File: src/rtl/pipe_pkg.sv
`default_nettype none
// +--------------------------------------------------------------------+
// | pipe_pkg : default IF/ID widths, NOP opcode and field decoder       |
// | Rev 1.0                                                              |
// +--------------------------------------------------------------------+
package pipe_pkg;

  localparam int INSTR_W  = 32;
  localparam int PC_W     = 32;
  localparam int OPCODE_W = 4;
  localparam int REG_W    = 6;
  localparam int FIELD_W  = OPCODE_W + 3 * REG_W;

  localparam logic [OPCODE_W-1:0] NOP_OPCODE = 4'b0000;

  typedef struct packed {
    logic [OPCODE_W-1:0] opcode;
    logic [REG_W-1:0]    rd;
    logic [REG_W-1:0]    rs;
    logic [REG_W-1:0]    rt;
  } if_id_fields_t;

  // Takes only the top FIELD_W bits of the instruction; low bits are immediates.
  function automatic if_id_fields_t decode(input logic [FIELD_W-1:0] hi);
    if_id_fields_t f;
    f.opcode = hi[FIELD_W-1 -: OPCODE_W];
    f.rd     = hi[FIELD_W-OPCODE_W-1 -: REG_W];
    f.rs     = hi[FIELD_W-OPCODE_W-REG_W-1 -: REG_W];
    f.rt     = hi[REG_W-1:0];
    return f;
  endfunction

endpackage
`default_nettype wire

File: src/rtl/skid_buf.sv
`default_nettype none
// +--------------------------------------------------------------------+
// | skid_buf : 2-entry valid/ready register (output reg + skid reg)     |
// | Rev 1.0                                                              |
// +--------------------------------------------------------------------+
module skid_buf #(
  parameter int DATA_W = 64
) (
  input  logic              clock,
  input  logic              reset_n,
  input  logic              flush,
  input  logic              in_valid,
  output logic              in_ready,
  input  logic [DATA_W-1:0] in_data,
  output logic              out_valid,
  input  logic              out_ready,
  output logic [DATA_W-1:0] out_data,
  output logic              load,
  output logic [DATA_W-1:0] load_data
);

  logic              o_valid_q, o_valid_d;
  logic              s_valid_q, s_valid_d;
  logic [DATA_W-1:0] o_data_q, o_data_d;
  logic [DATA_W-1:0] s_data_q, s_data_d;
  logic              accept, consume, o_free;

  always_comb begin
    accept    = in_valid && !s_valid_q;
    consume   = o_valid_q && out_ready;
    o_free    = !o_valid_q || consume;
    o_valid_d = o_valid_q;
    s_valid_d = s_valid_q;
    o_data_d  = o_data_q;
    s_data_d  = s_data_q;
    load      = 1'b0;
    // The skid entry is older than anything at the input, so it loads first.
    load_data = s_valid_q ? s_data_q : in_data;
    if (flush) begin
      o_valid_d = 1'b0;
      s_valid_d = 1'b0;
    end else if (o_free) begin
      if (s_valid_q || accept) begin
        load      = 1'b1;
        o_valid_d = 1'b1;
        o_data_d  = load_data;
        s_valid_d = 1'b0;
      end else begin
        o_valid_d = 1'b0;
      end
    end else if (accept) begin
      s_valid_d = 1'b1;
      s_data_d  = in_data;
    end
  end

  always_ff @(posedge clock or negedge reset_n) begin
    if (!reset_n) begin
      o_valid_q <= 1'b0;
      s_valid_q <= 1'b0;
      o_data_q  <= '0;
      s_data_q  <= '0;
    end else begin
      o_valid_q <= o_valid_d;
      s_valid_q <= s_valid_d;
      o_data_q  <= o_data_d;
      s_data_q  <= s_data_d;
    end
  end

  assign in_ready  = !s_valid_q;
  assign out_valid = o_valid_q;
  assign out_data  = o_data_q;

endmodule
`default_nettype wire

File: src/rtl/if_id_pipe_reg.sv
`default_nettype none
// +--------------------------------------------------------------------+
// | if_id_pipe_reg : IF->ID pipeline register with skid buffer and      |
// | registered field decode. IF_ID_PIPE_REG_STATS_EN adds bubble_count. |
// | Rev 1.0                                                              |
// +--------------------------------------------------------------------+
module if_id_pipe_reg #(
  parameter int INSTR_W  = pipe_pkg::INSTR_W,
  parameter int PC_W     = pipe_pkg::PC_W,
  parameter int OPCODE_W = pipe_pkg::OPCODE_W,
  parameter int REG_W    = pipe_pkg::REG_W,
  parameter logic [OPCODE_W-1:0] NOP_OPCODE = pipe_pkg::NOP_OPCODE
) (
  input  logic                clock,
  input  logic                reset_n,
  input  logic                in_valid,
  output logic                in_ready,
  input  logic [INSTR_W-1:0]  instr,
  input  logic [PC_W-1:0]     pc_in,
  input  logic                flush,
  output logic                out_valid,
  input  logic                out_ready,
  output logic [OPCODE_W-1:0] opcode,
  output logic [REG_W-1:0]    rd,
  output logic [REG_W-1:0]    rs,
  output logic [REG_W-1:0]    rt,
  output logic [PC_W-1:0]     pc_id,
`ifdef IF_ID_PIPE_REG_STATS_EN
  output logic [INSTR_W-1:0]  instr_id,
  output logic [15:0]         bubble_count
`else
  output logic [INSTR_W-1:0]  instr_id
`endif
);

  import pipe_pkg::*;

  localparam int DATA_W = PC_W + INSTR_W;

  if (OPCODE_W + 3 * REG_W > INSTR_W) begin : g_bad_cfg
    $error("if_id_pipe_reg: OPCODE_W + 3*REG_W exceeds INSTR_W");
  end

  logic [DATA_W-1:0]   out_data, load_data;
  logic [INSTR_W-1:0]  load_instr;
  logic                load;
  logic                unused_load;
  logic [OPCODE_W-1:0] dec_opcode;
  logic [REG_W-1:0]    dec_rd, dec_rs, dec_rt;

  skid_buf #(.DATA_W(DATA_W)) u_skid (
    .clock     (clock),
    .reset_n   (reset_n),
    .flush     (flush),
    .in_valid  (in_valid),
    .in_ready  (in_ready),
    .in_data   ({pc_in, instr}),
    .out_valid (out_valid),
    .out_ready (out_ready),
    .out_data  (out_data),
    .load      (load),
    .load_data (load_data)
  );

  assign pc_id       = out_data[DATA_W-1 -: PC_W];
  assign instr_id    = out_data[INSTR_W-1:0];
  assign load_instr  = load_data[INSTR_W-1:0];
  assign unused_load = ^load_data;

  if (INSTR_W == pipe_pkg::INSTR_W && OPCODE_W == pipe_pkg::OPCODE_W &&
      REG_W == pipe_pkg::REG_W) begin : g_pkg_decode
    assign {dec_opcode, dec_rd, dec_rs, dec_rt} =
      decode(load_instr[INSTR_W-1 -: pipe_pkg::FIELD_W]);
  end else begin : g_param_decode
    assign dec_opcode = load_instr[INSTR_W-1 -: OPCODE_W];
    assign dec_rd     = load_instr[INSTR_W-OPCODE_W-1 -: REG_W];
    assign dec_rs     = load_instr[INSTR_W-OPCODE_W-REG_W-1 -: REG_W];
    assign dec_rt     = load_instr[INSTR_W-OPCODE_W-2*REG_W-1 -: REG_W];
  end

  logic [OPCODE_W-1:0] opcode_q, opcode_d;
  logic [REG_W-1:0]    rd_q, rd_d, rs_q, rs_d, rt_q, rt_d;

  // Flush forces a NOP decode but leaves pc_id/instr_id for debug visibility.
  always_comb begin
    opcode_d = opcode_q;
    rd_d     = rd_q;
    rs_d     = rs_q;
    rt_d     = rt_q;
    if (flush) begin
      opcode_d = NOP_OPCODE;
      rd_d     = '0;
      rs_d     = '0;
      rt_d     = '0;
    end else if (load) begin
      opcode_d = dec_opcode;
      rd_d     = dec_rd;
      rs_d     = dec_rs;
      rt_d     = dec_rt;
    end
  end

  always_ff @(posedge clock or negedge reset_n) begin
    if (!reset_n) begin
      opcode_q <= NOP_OPCODE;
      rd_q     <= '0;
      rs_q     <= '0;
      rt_q     <= '0;
    end else begin
      opcode_q <= opcode_d;
      rd_q     <= rd_d;
      rs_q     <= rs_d;
      rt_q     <= rt_d;
    end
  end

  assign opcode = opcode_q;
  assign rd     = rd_q;
  assign rs     = rs_q;
  assign rt     = rt_q;

`ifdef IF_ID_PIPE_REG_STATS_EN
  logic [15:0] bubble_count_q, bubble_count_d;

  always_comb begin
    bubble_count_d = bubble_count_q;
    if (out_ready && !out_valid && bubble_count_q != 16'hFFFF)
      bubble_count_d = bubble_count_q + 16'd1;
  end

  always_ff @(posedge clock or negedge reset_n) begin
    if (!reset_n) bubble_count_q <= '0;
    else          bubble_count_q <= bubble_count_d;
  end

  assign bubble_count = bubble_count_q;
`endif

endmodule
`default_nettype wire

File: config.mk
export PLATFORM = sky130hd
export DESIGN_NAME = if_id_pipe_reg
export DESIGN_NICKNAME = d
export VERILOG_FILES = /design/src/rtl/pipe_pkg.sv /design/src/rtl/skid_buf.sv /design/src/rtl/if_id_pipe_reg.sv
export SDC_FILE = /design/constraint.sdc
export NUM_CORES = 1
export LEC_CHECK = 0
export BUFFER_PORTS_ARGS = -buffer_cell sky130_fd_sc_hd__buf_2
export CAP_MARGIN = 20
export CORE_ASPECT_RATIO = 1.5
export CORE_MARGIN = 2
export CORE_UTILIZATION = 50
export DETAILED_ROUTE_END_ITERATION = 8
export GPL_ROUTABILITY_DRIVEN = 0
export GPL_TIMING_DRIVEN = 1
export PLACE_DENSITY = 0.73
export SYNTH_ARGS = -nofsm -noshare
export SYNTH_HDL_FRONTEND = slang
export SYNTH_SLANG_ARGS = --single-unit
File: constraint.sdc
create_clock -name clock -period 3.9 [get_ports clock]
set_input_delay 0.39 -clock clock [delete_from_list [all_inputs] [get_ports clock]]
set_output_delay 0.39 -clock clock [all_outputs]
set_load 0.005 [all_outputs]
==> flow_summary.toml <==
[grt]
grt_first_pass_wirelength_mm = 22.2
grt_use_total_pct = 20.2
grt_max_degree = 90
overflow = 0
antenna_found_initial = 0
grt_pass1_vias = 4445

[placement]
numPortBuffers = 156
dp_cells = 721
dp_hpwl_mm = 8.88

[setup_path]
critPathKind = "flop to flop"
crit_arrival_ns = 3.02
cp_max_fo = 67
cp.required_ns = 4.17
crit_path_start = "u_skid.s_valid_q"
start_kind = "flop"
endpoint_kind = "flop"
reg2reg_from = "u_skid.s_valid_q"

[sta]
finalHoldViolCount = 0
max_freq_ghz = 0.363
tightest_slew_ns = 1.03
period_minus_slack_ns = 2.75
fin_setup_tns_ns = 0
fin_skew_ns = 0.00587
setup-violations-final = 0
maxSlewViolCount = 0
grt_setup_unrepaired = "false"
slew_headroom_pct = 31.0
hold_ws_ns = 0.0492
fin_crit_sh_pct = 70.6

[cts]
hold_buffers = 0
root_buffer = "clkbuf_16"
clk_latency_ns = 0.41
cts.clk_slew.worst_paths_ns = 0.06
numCtsBuffers = 17
clk_path_buf_depth = 2
cts_tree = "done"
cts_resized = 0
cts_setup_buffers = 0
cts_sinks = 152
htreeDepth = 4

[drt]
wl_mm = 13.5
drt_iter0_drc = 89
drcViolationCount = 0
detail_route.first_pass.iterations = 4
vias = 4129
ant_nets = 0
post_drt_wl_per_cell_um = 17.9
via_per_inst = 5.50

[status]
status = "finished clean"

[power]
powerDensity_nw_per_um2 = 549
ir_worst_vdd_v = 0.000294
fin_total_pwr_mw = 4.34
p_leak_nw = 3.65

[die]
die_y_um = 144
start_util_pct = 50.6
die_w_um = 97.3
ioPinCount = 157
coreArea_sq_um = 12900
die_area_sq_um = 14000
placementRows = 51

[logic_synthesis]
synthDistinctLibCells = 24
syn_area_sq_um = 6530
yosys_warnings = 0
postSynthCellCount = 431
yosysSeqAreaShare_pct = 58.3
syn_nets = 500
synth-seq-cells = 152
syn_avg_cell_area_sq_um = 15.1

[layout]
layout.cells.non_filler = 751
synthToLayoutAreaGrowth_pct = 21.3
final_nets = 650
drive_above_1_share_pct = 48.3
n_antenna_cell = 0

[min_path]
hold_class = "input port to async pin"

[job]
cap_violations = 0
-- routing by layer --
metal  part of all wire [%]  global-route usage (%)
met5                      0                       0
met4                    1.0                    5.99
met3                    5.6                    6.08
met2                     52                    34.9
met1                     41                    24.6
-- worst max-delay path: stages, from the launching register on --
cell	delay, ns
dfrtp_4	0.82
nor2_2	0.74
or3_1	0.50
buf_4	0.40
o21ai_0	0.15
-- path summary, 6_finish.rpt --
path                       slack (ns)  cells past startpoint                  end
setup / recovery                 1.15                      4  u_skid.out_data[10]
hold / removal                   0.05                      1  u_skid.s_data_q[20]
setup reg to reg                 1.15                      4  u_skid.out_data[10]
hold reg to reg                  0.49                      1                rt[5]
max in group asynchronous        2.87                      2                rt[2]
min in group clock               0.21                      2  u_skid.s_data_q[36]
-- flip-flops by register name, summed over array words and instances, names as in the netlist --
signal            flops
u_skid.s_data_q      64
u_skid.s_valid_q      1
u_skid.out_data      64
rt                    6
u_skid.out_valid      1
rs                    6
rd                    6
opcode                4
-- cells by family after synthesis --
family                 after synthesis  synth area share [%]
buffers and inverters               33                  4.10
and+or+nand+nor                      8                  1.04
muxes                              170                  28.9
DFF                                152                  58.3
AOI/OAI and AO/OA                   68                  7.69
-- through the flow --
stage / util [%] / setup slack (ns) / area [sq um]
2_1_floorplan: - / 2.32 / 6530
3_3_place_gp: 56.7 / 1.19 / 7310
3_5_place_dp: 56.7 / 1.11 / 7310
4_1_cts: 61.4 / 1.10 / 7920
5_1_grt: 61.4 / 0.894 / 7920
6_report: 61.4 / 1.15 / 7920
-- cells in the final DEF (no fill, tap or decap), types with 2 or more instances in the layout --
cell type	synthesis	layout
mux2_1	62	62
o2bb2ai_1	19	19
o31ai_1	22	22
o21ai_0	4	4
mux2_2	86	86
dfrtp_1	152	151
buf_4	3	7
o2bb2ai_2	3	3
clkbuf_16	0	17
o21ai_1	18	18
clkbuf_1	8	2
clkinv_2	0	4
clkbuf_8	0	2
mux2i_1	22	22
buf_2	4	155
bufinv_16	0	4
-- power breakdown --
part / switching, mW / leakage [nW] / internal (mW)
Sequential: 0.161 / 1.87 / 1.88
Combinational: 0.262 / 1.48 / 0.338
Clock: 0.606 / 0.303 / 1.09
-- synth_stat cells, drive strengths merged --
cell type | count | area [sq um]
inv | 1 | 3.75
nor2 | 2 | 10.0
o31ai | 22 | 165
mux2 | 148 | 1670
o2bb2ai | 22 | 211
mux2i | 22 | 220
o21ba | 1 | 10.0
or3 | 1 | 6.26
o21ai | 22 | 110
nor2b | 1 | 6.26
dfrtp | 152 | 3800
clkbuf | 8 | 30.0
buf | 24 | 234
nand3 | 1 | 17.5
a21oi | 1 | 5.00
nand2b | 1 | 6.26
nor3 | 2 | 21.3
-- area by class of cell --
cell class / instances / area, sq um
Tap cell: 159 / 199
Inverter: 1 / 3.75
Fill cell: 998 / 4970
Multi-Input combinational cell: 246 / 2460
Timing Repair Buffer: 163 / 840
Clock inverter: 9 / 149
Clock buffer: 21 / 460
Sequential cell: 152 / 3810
No activity file was read; power rests on OpenSTA's default activity.
